[src/rtl/mux_bus_pkg.sv]
// -----------------------------------------------------------------------------
// mux_bus_pkg
// Shared constants and helpers for the mux_bus_arb channel multiplexer.
//   MODE_FIXED / MODE_RR : encodings of the Mode input
//   clog2()              : constant ceiling-log2, usable in parameter math
// -----------------------------------------------------------------------------
package mux_bus_pkg;

    localparam logic MODE_FIXED = 1'b0;
    localparam logic MODE_RR    = 1'b1;

    // Ceiling log2 for elaboration-time width calculations (clog2(1) = 0).
    function automatic int clog2(input int value);
        int result;
        result = 0;
        for (int v = value - 1; v > 0; v = v >> 1) begin
            result = result + 1;
        end
        return result;
    endfunction

endpackage

[src/rtl/mux_bus_rr_arbiter.sv]
// -----------------------------------------------------------------------------
// mux_bus_rr_arbiter
// Round-robin search plus the rotating pointer it starts from.
// The search begins at pointer+1 and wraps past NrOfInputs-1 back to 0, so the
// channel served last gets the lowest priority next time. When i_lock is high
// only the pointer channel may be granted.
// Ports:
//   i_clk, i_rst_n : clock, asynchronous active-low reset (pointer -> N-1)
//   i_req          : per-channel request vector
//   i_lock         : restrict grant to the pointer channel
//   i_update       : load pointer with the current grant (round-robin transfer)
//   o_grant        : granted channel index (combinational)
//   o_grant_vld    : a channel is granted (combinational)
// -----------------------------------------------------------------------------
module mux_bus_rr_arbiter
    import mux_bus_pkg::*;
#(
    parameter int NrOfInputs = 4,
    parameter int SelBits    = 2
) (
    input  logic                  i_clk,
    input  logic                  i_rst_n,
    input  logic [NrOfInputs-1:0] i_req,
    input  logic                  i_lock,
    input  logic                  i_update,
    output logic [SelBits-1:0]    o_grant,
    output logic                  o_grant_vld
);

    // One extra bit so pointer+1+offset (at most 2*N-1) never overflows.
    localparam int SumW = SelBits + 1;

    logic [SelBits-1:0]      r_ptr;
    logic [SumW-1:0]         w_start;
    logic [2*NrOfInputs-1:0] w_req2;
    logic [2*NrOfInputs-1:0] w_rot;
    logic [SelBits-1:0]      w_off;
    logic                    w_any;
    logic [SumW-1:0]         w_sum;
    logic                    w_ptr_req;

    // Rotate the doubled request vector so bit 0 is pointer+1, then take the
    // lowest set bit; doubling makes the wrap-around free.
    always_comb begin
        w_start   = {1'b0, r_ptr} + SumW'(1);
        w_req2    = {i_req, i_req};
        w_rot     = w_req2 >> w_start;
        w_off     = '0;
        w_any     = 1'b0;
        w_ptr_req = 1'b0;
        for (int i = NrOfInputs - 1; i >= 0; i--) begin
            w_off = w_rot[i] ? SelBits'(i) : w_off;
            w_any = w_any | w_rot[i];
        end
        for (int i = 0; i < NrOfInputs; i++) begin
            w_ptr_req = w_ptr_req | (i_req[i] & (r_ptr == SelBits'(i)));
        end
        w_sum = w_start + SumW'(w_off);
        w_sum = (w_sum >= SumW'(NrOfInputs)) ? (w_sum - SumW'(NrOfInputs)) : w_sum;
        if (i_lock) begin
            o_grant     = r_ptr;
            o_grant_vld = w_ptr_req;
        end else begin
            o_grant     = w_sum[SelBits-1:0];
            o_grant_vld = w_any;
        end
    end

    // Pointer follows the last round-robin winner; reset value makes channel 0
    // the first choice.
    always_ff @(posedge i_clk or negedge i_rst_n) begin
        if (!i_rst_n) begin
            r_ptr <= SelBits'(NrOfInputs - 1);
        end else if (i_update) begin
            r_ptr <= o_grant;
        end else begin
            r_ptr <= r_ptr;
        end
    end

endmodule

[src/rtl/mux_bus_arb.sv]
// -----------------------------------------------------------------------------
// mux_bus_arb
// N-channel valid/ready multiplexer with a single output register. A channel is
// granted either by Sel (Mode=0) or round-robin (Mode=1); the granted channel's
// word is loaded into MuxOut one cycle after its InValid/InReady handshake.
// Optional feature macro: MUX_BUS_ARB_LOCK_EN adds the Lock input, which pins
// round-robin grants to the last winner while its lock flag is set.
// Ports:
//   Clock, nReset : clock, asynchronous active-low reset
//   Enable        : permit new loads (draining is never blocked)
//   Mode, Sel     : grant mode and fixed-mode channel index
//   MuxIn         : channel i at [i*NrOfBits +: NrOfBits]
//   InValid       : per-channel valid
//   Lock          : (MUX_BUS_ARB_LOCK_EN only) hold grant on this channel
//   InReady       : per-channel accept, combinational, one-hot or zero
//   MuxOut        : registered selected data
//   OutValid      : MuxOut holds an unconsumed word
//   OutReady      : downstream accepts MuxOut
//   OutSel        : channel index that produced MuxOut
// -----------------------------------------------------------------------------
module mux_bus_arb
    import mux_bus_pkg::*;
#(
    parameter int NrOfBits   = 8,
    parameter int NrOfInputs = 4,
    parameter int SelBits    = 2
) (
    input  logic                           Clock,
    input  logic                           nReset,
    input  logic                           Enable,
    input  logic                           Mode,
    input  logic [SelBits-1:0]             Sel,
    input  logic [NrOfInputs*NrOfBits-1:0] MuxIn,
    input  logic [NrOfInputs-1:0]          InValid,
`ifdef MUX_BUS_ARB_LOCK_EN
    input  logic                           Lock,
`endif
    output logic [NrOfInputs-1:0]          InReady,
    output logic [NrOfBits-1:0]            MuxOut,
    output logic                           OutValid,
    input  logic                           OutReady,
    output logic [SelBits-1:0]             OutSel
);

    logic [NrOfBits-1:0] r_mux_out;
    logic                r_out_valid;
    logic [SelBits-1:0]  r_out_sel;

    logic                w_can_load;
    logic                w_lock;
    logic [SelBits-1:0]  w_rr_grant;
    logic                w_rr_vld;
    logic                w_fix_vld;
    logic [SelBits-1:0]  w_grant;
    logic                w_grant_vld;
    logic                w_xfer;
    logic                w_rr_update;
    logic [NrOfBits-1:0] w_data;

`ifdef MUX_BUS_ARB_LOCK_EN
    logic r_lock;

    // Lock flag follows the Lock input sampled on each round-robin transfer.
    always_ff @(posedge Clock or negedge nReset) begin
        if (!nReset) begin
            r_lock <= 1'b0;
        end else if (w_rr_update) begin
            r_lock <= Lock;
        end else begin
            r_lock <= r_lock;
        end
    end

    assign w_lock = r_lock;
`else
    assign w_lock = 1'b0;
`endif

    // Register is free if empty or being drained this cycle.
    assign w_can_load = ~r_out_valid | OutReady;

    mux_bus_rr_arbiter #(
        .NrOfInputs (NrOfInputs),
        .SelBits    (SelBits)
    ) u_rr_arbiter (
        .i_clk       (Clock),
        .i_rst_n     (nReset),
        .i_req       (InValid),
        .i_lock      (w_lock),
        .i_update    (w_rr_update),
        .o_grant     (w_rr_grant),
        .o_grant_vld (w_rr_vld)
    );

    // Grant selection; fixed mode only grants a requesting channel, and an
    // out-of-range Sel matches no channel so nothing is granted.
    always_comb begin
        w_fix_vld = 1'b0;
        for (int i = 0; i < NrOfInputs; i++) begin
            w_fix_vld = w_fix_vld | (InValid[i] & (Sel == SelBits'(i)));
        end
        if (Mode == MODE_RR) begin
            w_grant     = w_rr_grant;
            w_grant_vld = w_rr_vld;
        end else begin
            w_grant     = Sel;
            w_grant_vld = w_fix_vld;
        end
    end

    // One-hot ready decode and data select for the granted channel.
    always_comb begin
        InReady = '0;
        w_data  = '0;
        for (int i = 0; i < NrOfInputs; i++) begin
            InReady[i] = Enable & w_can_load & w_grant_vld & (w_grant == SelBits'(i));
            w_data     = (w_grant == SelBits'(i)) ? MuxIn[i*NrOfBits +: NrOfBits] : w_data;
        end
    end

    assign w_xfer      = |(InValid & InReady);
    assign w_rr_update = w_xfer & (Mode == MODE_RR);

    // Output register: load wins over drain, so back-to-back words keep
    // OutValid high.
    always_ff @(posedge Clock or negedge nReset) begin
        if (!nReset) begin
            r_mux_out   <= '0;
            r_out_sel   <= '0;
            r_out_valid <= 1'b0;
        end else if (w_xfer) begin
            r_mux_out   <= w_data;
            r_out_sel   <= w_grant;
            r_out_valid <= 1'b1;
        end else if (OutReady) begin
            r_mux_out   <= r_mux_out;
            r_out_sel   <= r_out_sel;
            r_out_valid <= 1'b0;
        end else begin
            r_mux_out   <= r_mux_out;
            r_out_sel   <= r_out_sel;
            r_out_valid <= r_out_valid;
        end
    end

    assign MuxOut   = r_mux_out;
    assign OutValid = r_out_valid;
    assign OutSel   = r_out_sel;

endmodule
[config.mk]
export PLATFORM = sky130hd
export DESIGN_NAME = mux_bus_arb
export DESIGN_NICKNAME = d
export VERILOG_FILES = /design/src/rtl/mux_bus_pkg.sv /design/src/rtl/mux_bus_rr_arbiter.sv /design/src/rtl/mux_bus_arb.sv
export SDC_FILE = /design/constraint.sdc
export NUM_CORES = 1
export LEC_CHECK = 0
export BUFFER_PORTS_ARGS = -buffer_cell sky130_fd_sc_hd__buf_2
export CAP_MARGIN = 0
export CORE_MARGIN = 2
export CORE_UTILIZATION = 41
export DETAILED_ROUTE_END_ITERATION = 10
export GPL_ROUTABILITY_DRIVEN = 0
export PLACE_DENSITY = 0.74
export RECOVER_POWER = 25
export REMOVE_ABC_BUFFERS = 1
export SLEW_MARGIN = 20
export SYNTH_ARGS = -nofsm -noshare
export SYNTH_HDL_FRONTEND = slang
export SYNTH_HIERARCHICAL = 1
export SYNTH_SLANG_ARGS = --single-unit
export TNS_END_PERCENT = 30
[constraint.sdc]
create_clock -name Clock -period 3.8 [get_ports Clock]
set_clock_uncertainty 0.15 [all_clocks]
set_input_delay 0.76 -clock Clock [delete_from_list [all_inputs] [get_ports Clock]]
set_output_delay 0.76 -clock Clock [all_outputs]
set_load 0.01 [all_outputs]
==> results.toml <==
[clocking]
numCtsBuffers = 3
cts_max_level = 1
root_buffer = "clkbuf_4"
cts_tree = "done"
ctsHoldBuffers = 0
clk-insertion-delay-late_ns = 0.27
cts_sinks = 13
clk_pin_slew_ns = 0.08
clockBufferDepth = 2

[yosys]
synthCells = 109
synthArstFlopShare_pct = 100.0
synthDistinctLibCells = 37
syn_area_sq_mm = 0.001165
yosysTopAreaCellShare_pct = 24.06
ys.flop_type = "dfrtp_1"
synth_fa_ha_area_share_pct = 1.074
ys_seq_elements = 13
ys_top_cells_by_area = "mux2i_1, dfrtp_1, mux2_4"
synth_top_family_by_area = "multiplexers"
synth_warnings = 6
synth_enable_flop_cells = 0
yosysMostFrequentCell = "mux2i_1"
synth_xor_xnor_area_share_pct = 1.504
synth_compound_area_share_pct = 9.882
synthMuxAreaShare_pct = 42.32
yosysSeqAreaShare_pct = 28.14
synth.top_cells.by_count = "mux2i_1, dfrtp_1, mux2_4"
synthSimpleGateAreaFrac_pct = 12.89
avgSynthCellArea_sq_um = 10.69
yosys.area.top_type = "mux2i_1"

[final_layout]
fill_cells = 237
n_antenna_cell = 0
area_delta_synth_final_pct = 42.00
drive_gt1_share_pct = 54.64
instances_no_fill = 214
layout.nets = 228

[routing]
dr.max_layer_used = "met4"
drc_errors = 0
wl_met2_um = 1535
wl_met1_um = 1118
vias_per_cell = 5.262
firstDrtPassIters = 4
drt_iter0_markers = 18
drtAntennaViolNets = 0
via_count = 1126
wl_per_cell_um = 13.77
dr_wl_met3_um = 244
wl_um = 2946

[floorplanning]
dieArea_sq_mm = 0.003283
fp.dieW_um = 57.30
die_h_um = 57.30
ios = 58
coreArea_sq_mm = 0.002734
fp-row-count = 19
start_util_pct = 42.61

[setup_path]
cp-start-kind = "input pin"
r2r-start = "u_rr_arbiter/r_ptr[1]"
path_class = "input pin to output pin"
worst_setup_path_end_kind = "output pin"
crit_arrival_ns = 2.85
worstPathRequired_ns = 2.89
worstPathMaxFanout = 3
startpoint = "InValid[1]"

[place]
dp_cells = 208
io_buffers = 57
dp_slack_ns = -0.1764
dp_hpwl_um = 2282

[grt]
grt_pass1_vias = 1084
grt_first_pass_wirelength_um = 4581
grt.total_usage_pct = 17.85
antenna_found_initial = 0
grt_max_degree = 15
grt-ovfl-total = 0

[timing]
fin_setup_tns_ns = 0
worstMarginPinSlew_ns = 0.6951
final_hold_viol_count = 0
final.min_clock_period_ns = 3.761
slew_viol_final = 0
slew_headroom_pct = 53.66
fmax_ghz = 0.2659
setup_slack_ns = 0.03875
setup_viol = 0
post-route-period-util_pct = 98.98

[power]
power_density_mw_per_mm2 = 622.7
total_power_w = 0.001030
leakage_nw = 0.9070
ir_drop_uv = 426.5

[flow_run]
maxCapViolations = 0

[run_status]
status = "finished, final reports clean"

[min_path]
worstHoldPathType = "input pin to asynchronous set/reset pin"
==> layer usage <==
layer  vias up  GRT usage (%)
met5         -              0
met4         0          6.312
met3         6          3.628
met2        57          32.84
met1       515          20.34
li1        548              -
==> path summary, 6_finish.rpt <==
path                               to  slack [ns]  cells past startpoint
hold reg to reg             OutSel[1]        0.36                      1
max in group asynchronous   MuxOut[4]        2.72                      1
setup reg to reg            MuxOut[4]        0.34                     12
setup / recovery           InReady[2]        0.04                     13
min in group Clock          OutSel[1]        0.36                      1
hold / removal              MuxOut[2]        0.35                      1
==> sequential cells by signal, summed over array words and instances (netlist names) <==
name / cells
u_rr_arbiter/r_ptr: 2
MuxOut: 8
OutSel: 2
OutValid: 1
==> per-stage QoR <==
step / utilization, % / hold WS [ns] / instance area [sq um]
floorplan: - / 0.3144 / 1146
global route: 60.50 / 0.3775 / 1654
finish: 60.50 / 0.3468 / 1654
detailed placement: 57.48 / 0.3411 / 1572
global placement: 57.48 / 0.3427 / 1572
CTS: 59.40 / 0.2172 / 1624
==> layout by cell type (no fill, tap or decap), drive strengths merged, types with 2 or more instances in the layout <==
master and instances:
xor2 2, buf 71, nand2b 5, mux4 3, or3b 2, nor2 4
mux2i 29, mux2 9, conb 4, dfstp 2, inv 4, o21ai 2
dfrtp 11, nand2 6, nor2b 3, clkbuf 4, a21oi 5, nor3 2
==> critical path: stages <==
cell,delay (ns)
buf_2,0.10
inv_1,0.06
a2bb2oi_1,0.14
o22ai_2,0.18
o21ai_1,0.10
ha_2,0.19
or4_4,0.50
a21oi_2,0.16
xor2_1,0.18
mux2i_2,0.11
buf_4,0.15
nor2_2,0.09
buf_2,0.13
==> area by class of cell <==
class	count	area, sq um	share of cell area (%)
Clock buffer	3	22.52	1.362
Clock inverter	1	5.005	0.3026
Inverter	4	15.01	0.9077
Multi-Input combinational cell	90	835.8	50.53
Sequential cell	13	327.8	19.82
Tap cell	31	38.79	2.345
Timing Repair Buffer	72	409.1	24.74
==> logic make-up after synthesis <==
kind of cell,count (synthesis)
DFF,13
buffers and inverters,9
xor gates and xnor gates,2
AOI/OAI and AO/OA,17
and+or+nand+nor,25
adders and majority gates,1
muxes,41
other,1
==> where the power goes <==
part           leakage (nW)  switching (W)  internal [W]
Sequential            0.153      0.0000594      0.000216
Clock                0.0177      0.0000471     0.0000389
Combinational         0.737       0.000303      0.000366
==> repair_timing <==
action	4_1_cts	5_1_grt
pin swaps	1	6
setup endpoints to repair	4	4
resized for setup	6	8
gates cloned	0	0
buffers inserted	1	1
(Power assumes the default switching activity.)
